$ cat src/rtl/mips_cpu_alu_pkg.sv
// Shared encodings for the ALU HI/LO unit and its sequencer: mult_op codes and controller states.
// No logic of its own; helper functions classify ops.
package mips_cpu_alu_pkg;

    localparam logic [2:0] NOP   = 3'b000;
    localparam logic [2:0] MULT  = 3'b001;
    localparam logic [2:0] MULTU = 3'b010;
    localparam logic [2:0] DIV   = 3'b011;
    localparam logic [2:0] DIVU  = 3'b100;
    localparam logic [2:0] MTHI  = 3'b101;
    localparam logic [2:0] MFLO  = 3'b110;
    localparam logic [2:0] MFHI  = 3'b111;

    typedef enum logic [1:0] {
        IDLE   = 2'd0,
        LAUNCH = 2'd1,
        WAIT   = 2'd2
    } state_t;

    function automatic logic is_mult(input logic [2:0] op);
        return (op == MULT) || (op == MULTU);
    endfunction

    function automatic logic is_div(input logic [2:0] op);
        return (op == DIV) || (op == DIVU);
    endfunction

endpackage

$ cat src/rtl/mips_cpu_muldiv_ctrl.sv
// HI/LO sequencer: launches mult/div one cycle after accept, done after MULT_LAT/DIV_LAT cycles.
// Backpressure: req_ready is low whenever an operation is in flight; decode holds the request.
module mips_cpu_muldiv_ctrl
    import mips_cpu_alu_pkg::*;
#(
    parameter int MULT_LAT = 4,
    parameter int DIV_LAT  = 33
) (
    input  logic        clk,
    input  logic        reset,
    input  logic        req_valid,
    input  logic [2:0]  req_op,
    input  logic [31:0] req_a,
    input  logic [31:0] req_b,
    output logic        req_ready,
    output logic        stall,
    output logic [2:0]  unit_op,
    output logic [31:0] unit_a,
    output logic [31:0] unit_b,
    output logic        unit_write,
    output logic        busy,
    output logic        done,
    output logic        div_zero
);

    localparam int CNT_W = $clog2(DIV_LAT + 1);
    localparam logic [CNT_W-1:0] MULT_LOAD = CNT_W'(MULT_LAT - 1);
    localparam logic [CNT_W-1:0] DIV_LOAD  = CNT_W'(DIV_LAT - 1);

    state_t           state, state_nxt;
    logic [CNT_W-1:0] cnt, cnt_nxt, cnt_load;
    logic [2:0]       lat_op;
    logic [31:0]      lat_a, lat_b;
    logic             accept_md;

    assign cnt_load = is_div(lat_op) ? DIV_LOAD : MULT_LOAD;

    always_comb begin
        state_nxt  = state;
        cnt_nxt    = cnt;
        req_ready  = 1'b0;
        unit_op    = NOP;
        unit_a     = lat_a;
        unit_b     = lat_b;
        unit_write = 1'b0;
        done       = 1'b0;
        accept_md  = 1'b0;
        case (state)
            IDLE: begin
                req_ready = 1'b1;
                unit_a    = req_a;
                unit_b    = req_b;
                if (req_valid) begin
                    case (req_op)
                        MFHI, MFLO: unit_op = req_op;
                        MTHI: begin
                            unit_op    = MTHI;
                            unit_write = 1'b1;
                        end
                        MULT, MULTU, DIV, DIVU: begin
                            accept_md = 1'b1;
                            state_nxt = LAUNCH;
                        end
                        default: ;
                    endcase
                end
            end
            LAUNCH: begin
                unit_op    = lat_op;
                unit_write = 1'b1;
                cnt_nxt    = cnt_load;
                if (cnt_load == '0) begin
                    done      = 1'b1;
                    state_nxt = IDLE;
                end else begin
                    state_nxt = WAIT;
                end
            end
            WAIT: begin
                unit_op = lat_op;
                cnt_nxt = cnt - CNT_W'(1);
                // Guarding with <= keeps a corrupted count from wedging the FSM.
                if (cnt <= CNT_W'(1)) begin
                    done      = 1'b1;
                    state_nxt = IDLE;
                end
            end
            default: state_nxt = IDLE;
        endcase
    end

    assign busy  = (state != IDLE);
    assign stall = req_valid & ~req_ready;

    always_ff @(posedge clk) begin
        if (reset) begin
            state    <= IDLE;
            cnt      <= '0;
            lat_op   <= NOP;
            lat_a    <= '0;
            lat_b    <= '0;
            div_zero <= 1'b0;
        end else begin
            state <= state_nxt;
            cnt   <= cnt_nxt;
            if (accept_md) begin
                lat_op <= req_op;
                lat_a  <= req_a;
                lat_b  <= req_b;
                // Captured from req_b at accept so the flag is already visible in the LAUNCH cycle.
                div_zero <= is_div(req_op) && (req_b == 32'd0);
            end
        end
    end

endmodule

$ cat config.mk
export PLATFORM = sky130hd
export DESIGN_NAME = mips_cpu_muldiv_ctrl
export DESIGN_NICKNAME = d
export VERILOG_FILES = /design/src/rtl/mips_cpu_alu_pkg.sv /design/src/rtl/mips_cpu_muldiv_ctrl.sv
export SDC_FILE = /design/constraint.sdc
export NUM_CORES = 1
export LEC_CHECK = 0
export ABC_CLOCK_PERIOD_IN_PS = 3800
export CAP_MARGIN = 40
export CORE_MARGIN = 2
export CORE_UTILIZATION = 48
export DETAILED_ROUTE_END_ITERATION = 12
export GPL_TIMING_DRIVEN = 0
export PLACE_DENSITY = 0.87
export RECOVER_POWER = 25
export SLEW_MARGIN = 20
export SYNTH_ARGS = -nofsm -noshare
export SYNTH_HDL_FRONTEND = slang
export SYNTH_SLANG_ARGS = --single-unit
$ cat constraint.sdc
create_clock -name clk -period 3.8 [get_ports clk]
set_clock_uncertainty 0.15 [all_clocks]
set_input_delay 0.95 -clock clk [delete_from_list [all_inputs] [get_ports clk]]
set_output_delay 0.95 -clock clk [all_outputs]
set_load 0.005 [all_outputs]
==> results of run 1 <==
==> state kept, by name (all words and copies together) (netlist names) <==
| name | flops |
|---|---|
| lat_a | 32 |
| lat_b | 32 |
| cnt | 6 |
| lat_op | 3 |
| state | 2 |
| div_zero | 1 |
==> how the worst max path moves through the flow <==
stage | from | endpoint | slack, ns
floorplan | state[0] | unit_a[22] | 1.12
global placement | req_valid | unit_op[2] | 0.22
detailed placement | req_valid | unit_op[2] | 0.20
CTS | state[1] | unit_a[23] | 0.08
global route | state[1] | unit_a[23] | 0.11
finish | req_valid | unit_op[2] | 0.18
==> placed cells by master, fill, tap and decap left out, types with 5 or more instances in the layout <==
cell and instances:
nor4_1 8, mux2i_1 67, clkdlybuf4s50_1 138, inv_1 7, dfxtp_1 76, nand2_1 8
mux2_2 64, o21ai_0 5, ha_1 5, clkbuf_1 22, clkbuf_8 10, nor2_1 78
==> metrics by stage <==
| stage | cells | utilization, % | setup slack (ns) | hold WS, ns |
|---|---|---|---|---|
| 4_1_cts | 636 | 72.0 | 0.0776 | 0.351 |
| 3_3_place_gp | 622 | 69.2 | 0.219 | 0.319 |
| 5_1_grt | 636 | 71.5 | 0.108 | 0.375 |
| 6_report | 636 | 71.5 | 0.182 | 0.347 |
| 2_1_floorplan | 380 | - | 1.12 | 0.309 |
| 3_5_place_dp | 622 | 69.2 | 0.202 | 0.332 |
==> timing repair <==
action / 4_1_cts / 5_1_grt
cloned: 0 / 0
resized for setup: 0 / 1
setup endpoints to repair: 9 / 6
==> power groups by stage <==
stage | logic, mW | clock network [mW] | registers [mW]
after global placement | 0.614 | 0 | 0.893
final | 0.624 | 0.678 | 0.879
after global routing | 0.673 | 0.723 | 0.885
after floorplan | 0.321 | 0 | 0.888
after CTS | 0.634 | 0.684 | 0.878
after detailed placement | 0.627 | 0 | 0.896
==> cell type report <==
cell class                      count  share of cell area (%)
Clock buffer                       11                    2.56
Timing Repair Buffer              140                    25.4
Buffer                             25                    2.08
Clock inverter                      4                    1.34
Inverter                            7                   0.476
Tap cell                          102                    2.31
Sequential cell                    76                    27.5
Multi-Input combinational cell    271                    38.3
==> worst register-to-register path, cell delays in order (launching register included) <==
cell and delay [ns]:
dfxtp_1 0.39, inv_1 0.09, ha_2 0.25, o211ai_1 0.12, clkbuf_1 0.31, clkbuf_1 0.62, buf_8 0.25, mux2i_1 0.25
nor2_1 0.06
==> metal layers <==
metal / up-vias / wire length [um]
li1: 1620 / -
met1: 1550 / 4200
met2: 121 / 4720
met3: 14 / 737
met4: 0 / 165
met5: - / 0
==> logic make-up (layout without fill, tap and decap cells) <==
group,after synthesis,in the layout,share of synthesized area (%)
fa+ha+maj,6,6,1.97
buf+inv,33,187,4.59
mux,131,131,36.4
xor+xnor,3,3,0.688
compound gates,25,25,4.65
simple gates,106,106,11.9
flops,76,76,39.8
==> impl_metrics.env, run 1 <==
export IMPL_wirelength_um=9830
export IMPL_crit_path_start_kind="input pin"
export IMPL_io_buffers=140
export IMPL_setup_tns_ns=0
export IMPL_cts_tree="done"
export IMPL_relSlewSlack_pct=49.6
export IMPL_cts_clk_slew_worst_paths_ns=0.08
export IMPL_async_flop_share_pct=0
export IMPL_hold_viol=0
export IMPL_clkPwrFrac_pct=31.1
export IMPL_drive_above_1_share_pct=15.7
export IMPL_period_needed_ns=3.62
export IMPL_syn_inst=380
export IMPL_cp_arrival_ns=2.52
export IMPL_cts_htree_levels=3
export IMPL_antenna_cells=0
export IMPL_syn_area_per_cell_um2=10.1
export IMPL_drt_iter0_markers=93
export IMPL_globalplace_congestion=0.875
export IMPL_cp_cell_sequence="clkdlybuf4s50_1 -> and3_1 -> o21ai_0 -> a21oi_1 -> clkdlybuf4s50_1"
export IMPL_cts_setup_buffers=0
export IMPL_synth_edf_count=0
export IMPL_crit_path_end_kind="primary output"
export IMPL_core_area_um2=7730
export IMPL_required_ns=2.70
export IMPL_min_path_type="reg2reg"
export IMPL_status="finished clean"
export IMPL_r2r_start="state[1]"
export IMPL_area_delta_synth_final_pct=44.6
export IMPL_pin_count=143
export IMPL_clkLatencyLatePin_ns=0.34
export IMPL_synthTopCellsByArea="dfxtp_1 40%, mux2_2 19%, mux2i_1 18%"
export IMPL_antenna_found_initial=0
export IMPL_die_area_um2=8690
export IMPL_crit_family="buffers and inverters"
export IMPL_grt_setup_unrepaired="false"
export IMPL_routed_via_density=5.20
export IMPL_regArea_um2=1520
export IMPL_post_route_period_util_pct=95.2
export IMPL_fin_nets=606
export IMPL_ys_ff_latch=76
export IMPL_synth_seq_area_share_pct=39.8
export IMPL_synthTopCellsByCount="78 x nor2_1, 76 x dfxtp_1, 67 x mux2i_1"
export IMPL_setup_viol=0
export IMPL_hold_path_depth=2
export IMPL_cts_num_sinks=76
export IMPL_p_leak_nw=2.47
export IMPL_synth_top_cell_by_area="dfxtp_1"
export IMPL_use_met2_pct=39.4
export IMPL_grt_pass1_wl_um=15900
export IMPL_cp_max_fo=4
export IMPL_reg2reg_setup_slack_ns=1.21
export IMPL_crit_path_frequent_cell="clkdlybuf4s50_1"
export IMPL_switching_power_mw=0.570
export IMPL_grt_usage_pct=23.1
export IMPL_max_cap_violations=0
export IMPL_grt_max_degree=13
export IMPL_clock_root_buffer="clkbuf_8"
export IMPL_postCtsHoldBufs=0
export IMPL_seq_power_share_pct=40.3
export IMPL_vias=3305
export IMPL_crit_path_top_delay_cell="clkdlybuf4s50_1"
export IMPL_wl_per_cell_um=15.5
export IMPL_die_width_um=93.2
export IMPL_drc=0
export IMPL_worstRegToRegCells=8
export IMPL_synthDistinctLibCells=38
export IMPL_synthFlopType="dfxtp_1"
export IMPL_slew_viol_final=0
export IMPL_fmax_mhz=276
export IMPL_use_met1_pct=28.2
export IMPL_die_height_um=93.2
export IMPL_dpl_instance_area_um2=5350
export IMPL_drtPass1Iterations=4
export IMPL_start_util_pct=49.4
export IMPL_final_antenna_net_count=0
export IMPL_first_global_vias=3378
export IMPL_synth_most_common_cell="nor2_1"
export IMPL_design_area_um2=5520
export IMPL_worst_setup_path_type="in2out"
export IMPL_r2r_end="lat_b[1]"
export IMPL_cts_inserted_buffers=9
export IMPL_worstPathBufferInverterCount=2
export IMPL_grt_busiest_layer="met2"
export IMPL_dp_hpwl_um=7290
export IMPL_worst_pin_slew_ns=0.755
export IMPL_final_fill_count=576
export IMPL_whs_endpoint="lat_a[10]"
export IMPL_netlist_area_um2=3820
export IMPL_clockBufferDepth=2
export IMPL_p_comb_share_pct=28.6
export IMPL_hold_start="lat_a[10]"
export IMPL_peakVddDrop_mv=0.249
export IMPL_met3_usage_pct=5.80
export IMPL_grt_overflow=0
export IMPL_multi_input_area_um2=2120
export IMPL_std_cell_rows=32
export IMPL_yosys_warnings=0
export IMPL_synth_nets=456
export IMPL_sw_frac_of_total_pct=26.1
export IMPL_synth_top_area_share_pct=39.8
export IMPL_power_mw=2.18
export IMPL_p_int_mw=1.61
export IMPL_worst_path_stages=5
export IMPL_power_density_nw_per_um2=395
export IMPL_critPathMaxStageDelay_ns=0.53
Note: power is estimated with default switching activity, not from simulation.
==> inputs of run 2 (changes only) <==
CORE_MARGIN = 4   (was 2)
==> impl_metrics.env, run 2 (same netlist as run 1, synthesis figures left out) <==
export IMPL_p_leak_nw=2.47
export IMPL_required_ns=2.70
export IMPL_grt_max_degree=14
export IMPL_cts_tree="done"
export IMPL_power_density_nw_per_um2=395
export IMPL_pin_count=143
export IMPL_setup_tns_ns=0
export IMPL_die_area_um2=9450
export IMPL_cts_inserted_buffers=9
export IMPL_die_width_um=97.2
export IMPL_grt_overflow=0
export IMPL_fmax_mhz=280
export IMPL_final_antenna_net_count=0
export IMPL_power_mw=2.19
export IMPL_cp_max_fo=4
export IMPL_first_global_vias=3363
export IMPL_mostFrequentLayoutCells="138 x clkdlybuf4s50_1, 78 x nor2_1, 76 x dfxtp_1"
export IMPL_clock_root_buffer="clkbuf_8"
export IMPL_cts_clk_slew_worst_paths_ns=0.07
export IMPL_hold_ws_ns=0.341
export IMPL_routed_via_density=5.20
export IMPL_worstRegToRegCells=8
export IMPL_final_common_cell="clkdlybuf4s50_1"
export IMPL_setup_viol=0
export IMPL_largestRegisters="lat_a (32), lat_b (32), cnt (6)"
export IMPL_max_cap_violations=0
export IMPL_clockBufferDepth=2
export IMPL_die_height_um=97.2
export IMPL_status="finished clean"
export IMPL_cts_htree_levels=3
export IMPL_antenna_found_initial=0
export IMPL_period_needed_ns=3.57
export IMPL_slew_viol_final=0
export IMPL_hold_path_depth=2
export IMPL_clkLatencyLatePin_ns=0.34
export IMPL_worst_setup_path_type="in2out"
export IMPL_drtPass1Iterations=4
export IMPL_post_route_period_util_pct=94.0
export IMPL_min_path_type="reg2reg"
export IMPL_drive_above_1_share_pct=15.9
export IMPL_relSlewSlack_pct=49.4
export IMPL_grt_usage_pct=20.7
export IMPL_cts_setup_buffers=0
export IMPL_cts_num_sinks=76
export IMPL_drc=0
export IMPL_grt_setup_unrepaired="false"
export IMPL_dp_hpwl_um=7570
export IMPL_antenna_cells=0
export IMPL_globalplace_congestion=0.854
export IMPL_postCtsHoldBufs=0
export IMPL_worst_pin_slew_ns=0.759
export IMPL_area_delta_synth_final_pct=44.8
export IMPL_hold_viol=0
export IMPL_wl_per_cell_um=15.5
export IMPL_wirelength_um=9880
export IMPL_grt_pass1_wl_um=16100
export IMPL_fin_nets=606
export IMPL_crit_path_start_kind="input pin"
export IMPL_core_area_um2=7730
export IMPL_cp_arrival_ns=2.47
export IMPL_vias=3309
export IMPL_drt_iter0_markers=84
export IMPL_std_cell_rows=32
export IMPL_peakVddDrop_mv=0.234
export IMPL_io_buffers=140
export IMPL_crit_path_end_kind="primary output"
export IMPL_start_util_pct=49.4
-- run 2: worst paths after layout --
check	from	to	slack, ns
min reg2reg	div_zero	div_zero	0.34
min	div_zero	div_zero	0.34
max	req_valid	unit_op[2]	0.23
max reg2reg	state[1]	lat_op[1]	1.23
-- run 2: final cells by class --
type,instances,area (um^2)
inverters,7,26.3
repair buffers,140,1400
clock buffers,10,138
clock inverters,5,85.1
multi-input cells,271,2120
well taps,102,128
flip-flops and latches,76,1520
plain buffers,25,115
fillers,568,2200
-- run 2: routing by layer --
metal / up-vias / share of wire (%) / track usage, %
met3: 15 / 9.2 / 6.96
met1: 1536 / 42 / 24.9
met2: 132 / 46 / 34.1
met5: - / 0 / 0
li1: 1626 / - / -
met4: 0 / 1.9 / 7.99
-- run 2: where the power goes --
group          switching [mW]  internal [mW]  leakage [nW]
registers              0.0311          0.847         0.620
logic                   0.244          0.379          1.74
clock network           0.296          0.387         0.109
total                   0.572           1.61          2.47
-- run 2: critical path: stages --
cell and delay [ns]:
clkdlybuf4s50_1 0.51, and3_1 0.25, o21ai_0 0.10, a21oi_1 0.14, clkdlybuf4s50_1 0.51
-- run 2: per-stage QoR --
| stage | setup WS, ns | std cells | cell area (um^2) | util (%) |
|---|---|---|---|---|
| after floorplan | 1.12 | 380 | 3820 | - |
| after detailed placement | 0.217 | 622 | 5350 | 69.2 |
| final | 0.228 | 636 | 5530 | 71.6 |
| after CTS | 0.0730 | 636 | 5570 | 72.1 |
| after global routing | 0.0881 | 636 | 5530 | 71.6 |
| after global placement | 0.221 | 622 | 5350 | 69.2 |
-- run 2: timing repair --
action,in CTS,in global routing
setup endpoints to repair,22,20
resized for setup,0,1
endpoints found under the hold margin,0,0
==> variant, RTL diff (flow settings as in run 1) <==
`DIV_LAT`: 33 -> 66.
--- a/src/rtl/mips_cpu_muldiv_ctrl.sv
+++ b/src/rtl/mips_cpu_muldiv_ctrl.sv
@@ -4,7 +4,7 @@
     import mips_cpu_alu_pkg::*;
 #(
     parameter int MULT_LAT = 4,
-    parameter int DIV_LAT  = 33
+    parameter int DIV_LAT  = 66
 ) (
     input  logic        clk,
     input  logic        reset,
Behaviour: same outputs for any inputs over 10 cycles, from zero or initial values and one cycle with reset high; that may be too few to reach the edited logic, so the function may still have changed.
==> variant against run 1 <==
Total power increased by 2.8%. Cell area increased by 1.3%. Synthesized area increased by 1.4%. Final cell count increased by 1.3%. Clock power increased by 7.8%. Non-clock buffer count unchanged. Routed wire length increased by 0.33%. Setup slack got worse by 22 ps. Sequential cell count increased by 1. Register-to-register slack improved by 90 ps. Sequential share of layout area about the same. Largest power group unchanged. Count of clock-buffer cells in the layout decreased by 2. Critical path type unchanged.
==> variant: results (changes against run 1) <==
* Placed cell area at 5400 sq um (was 5350 sq um)
* Non-Filler Instances at 644 (was 636)
* Regs by FF count: lat_a: 32 flops, lat_b: 32 flops, cnt: 7 flops (was lat_a: 32 flops, lat_b: 32 flops, cnt: 6 flops)
* Synth unique cells at 37 (was 38)
* GRT met3 Usage at 7.70% (was 5.80%)
* Leakage at 0.00250 uW (was 0.00247 uW)
* Register area at 1540 sq um (was 1520 sq um)
* DR WL met2 at 4.84 mm (was 4.72 mm)
* GR Util met1 at 27.4% (was 28.2%)
* Iter 0 DRT Violations at 102 (was 93)
* Commonest cells in the netlist: nor2_1 (79), dfxtp_1 (77), mux2i_1 (67) (was nor2_1 (78), dfxtp_1 (76), mux2i_1 (67))
* Cell total after placement at 630 (was 622)
* Cells after Synth at 388 (was 380)
* HPWL Detailed at 7.45 mm (was 7.29 mm)
* Worst slack at placement at 153 ps (was 202 ps)
* Fillers at 601 (was 576)
* Share of cells above drive strength 1 at 15.7% (about the same)
* Largest net degree at the start of global routing at 14 (was 13)
* Most area-consuming cells after synthesis: dfxtp_1 (40%), mux2_2 (19%), mux2i_1 (17%) (was dfxtp_1 (40%), mux2_2 (19%), mux2i_1 (18%))
* First-pass GRT wire length at 15.7 mm (was 15.9 mm)
* Buffering overhead at 27.1% (was 27.5%)
* Status: completed (unchanged)
* RD Place Congestion at 0.856 (was 0.875)
* Met3 wire length at 706 um (was 737 um)
* CP max stage delay at 550 ps (was 530 ps)
* Multi-input combinational cell count at 278 (was 271)
* Layout Nets at 614 (was 606)
* Drt wl/cell at 15.3 um (was 15.5 um)
variant: kinds of logic (layout without fill, tap and decap cells):
kind of cell	count (synthesis)	after routing
muxes	131	131
DFF	77	77
AOI/OAI and AO/OA	22	22
xor gates and xnor gates	3	3
buffers and inverters	33	187
and+or+nand+nor	116	116
adders and majority gates	6	6
variant: final timing paths:
path	end	cells past startpoint	from	slack [ps]
min	cnt[6]$_SDFFE_PP0N_	2	cnt[6]$_SDFFE_PP0N_	320
min reg2reg	cnt[6]$_SDFFE_PP0N_	2	cnt[6]$_SDFFE_PP0N_	320
max reg2reg	lat_b[0]$_SDFFE_PP0P_	8	state[0]$_SDFFE_PP0P_	1300
max	unit_op[2]	5	req_valid	160
variant: where the power goes:
group          switching (uW)  leakage [uW]  internal (uW)
Combinational             242       0.00175            378
Clock                     297      0.000119            434
Sequential               31.4      0.000628            858
variant: worst max-delay path: cells and delay by family:
family	cells	cell delay (ps)
AND/OR/NAND/NOR	1	250
buffers and inverters	2	1070
AO/OA/AOI/OAI	2	260
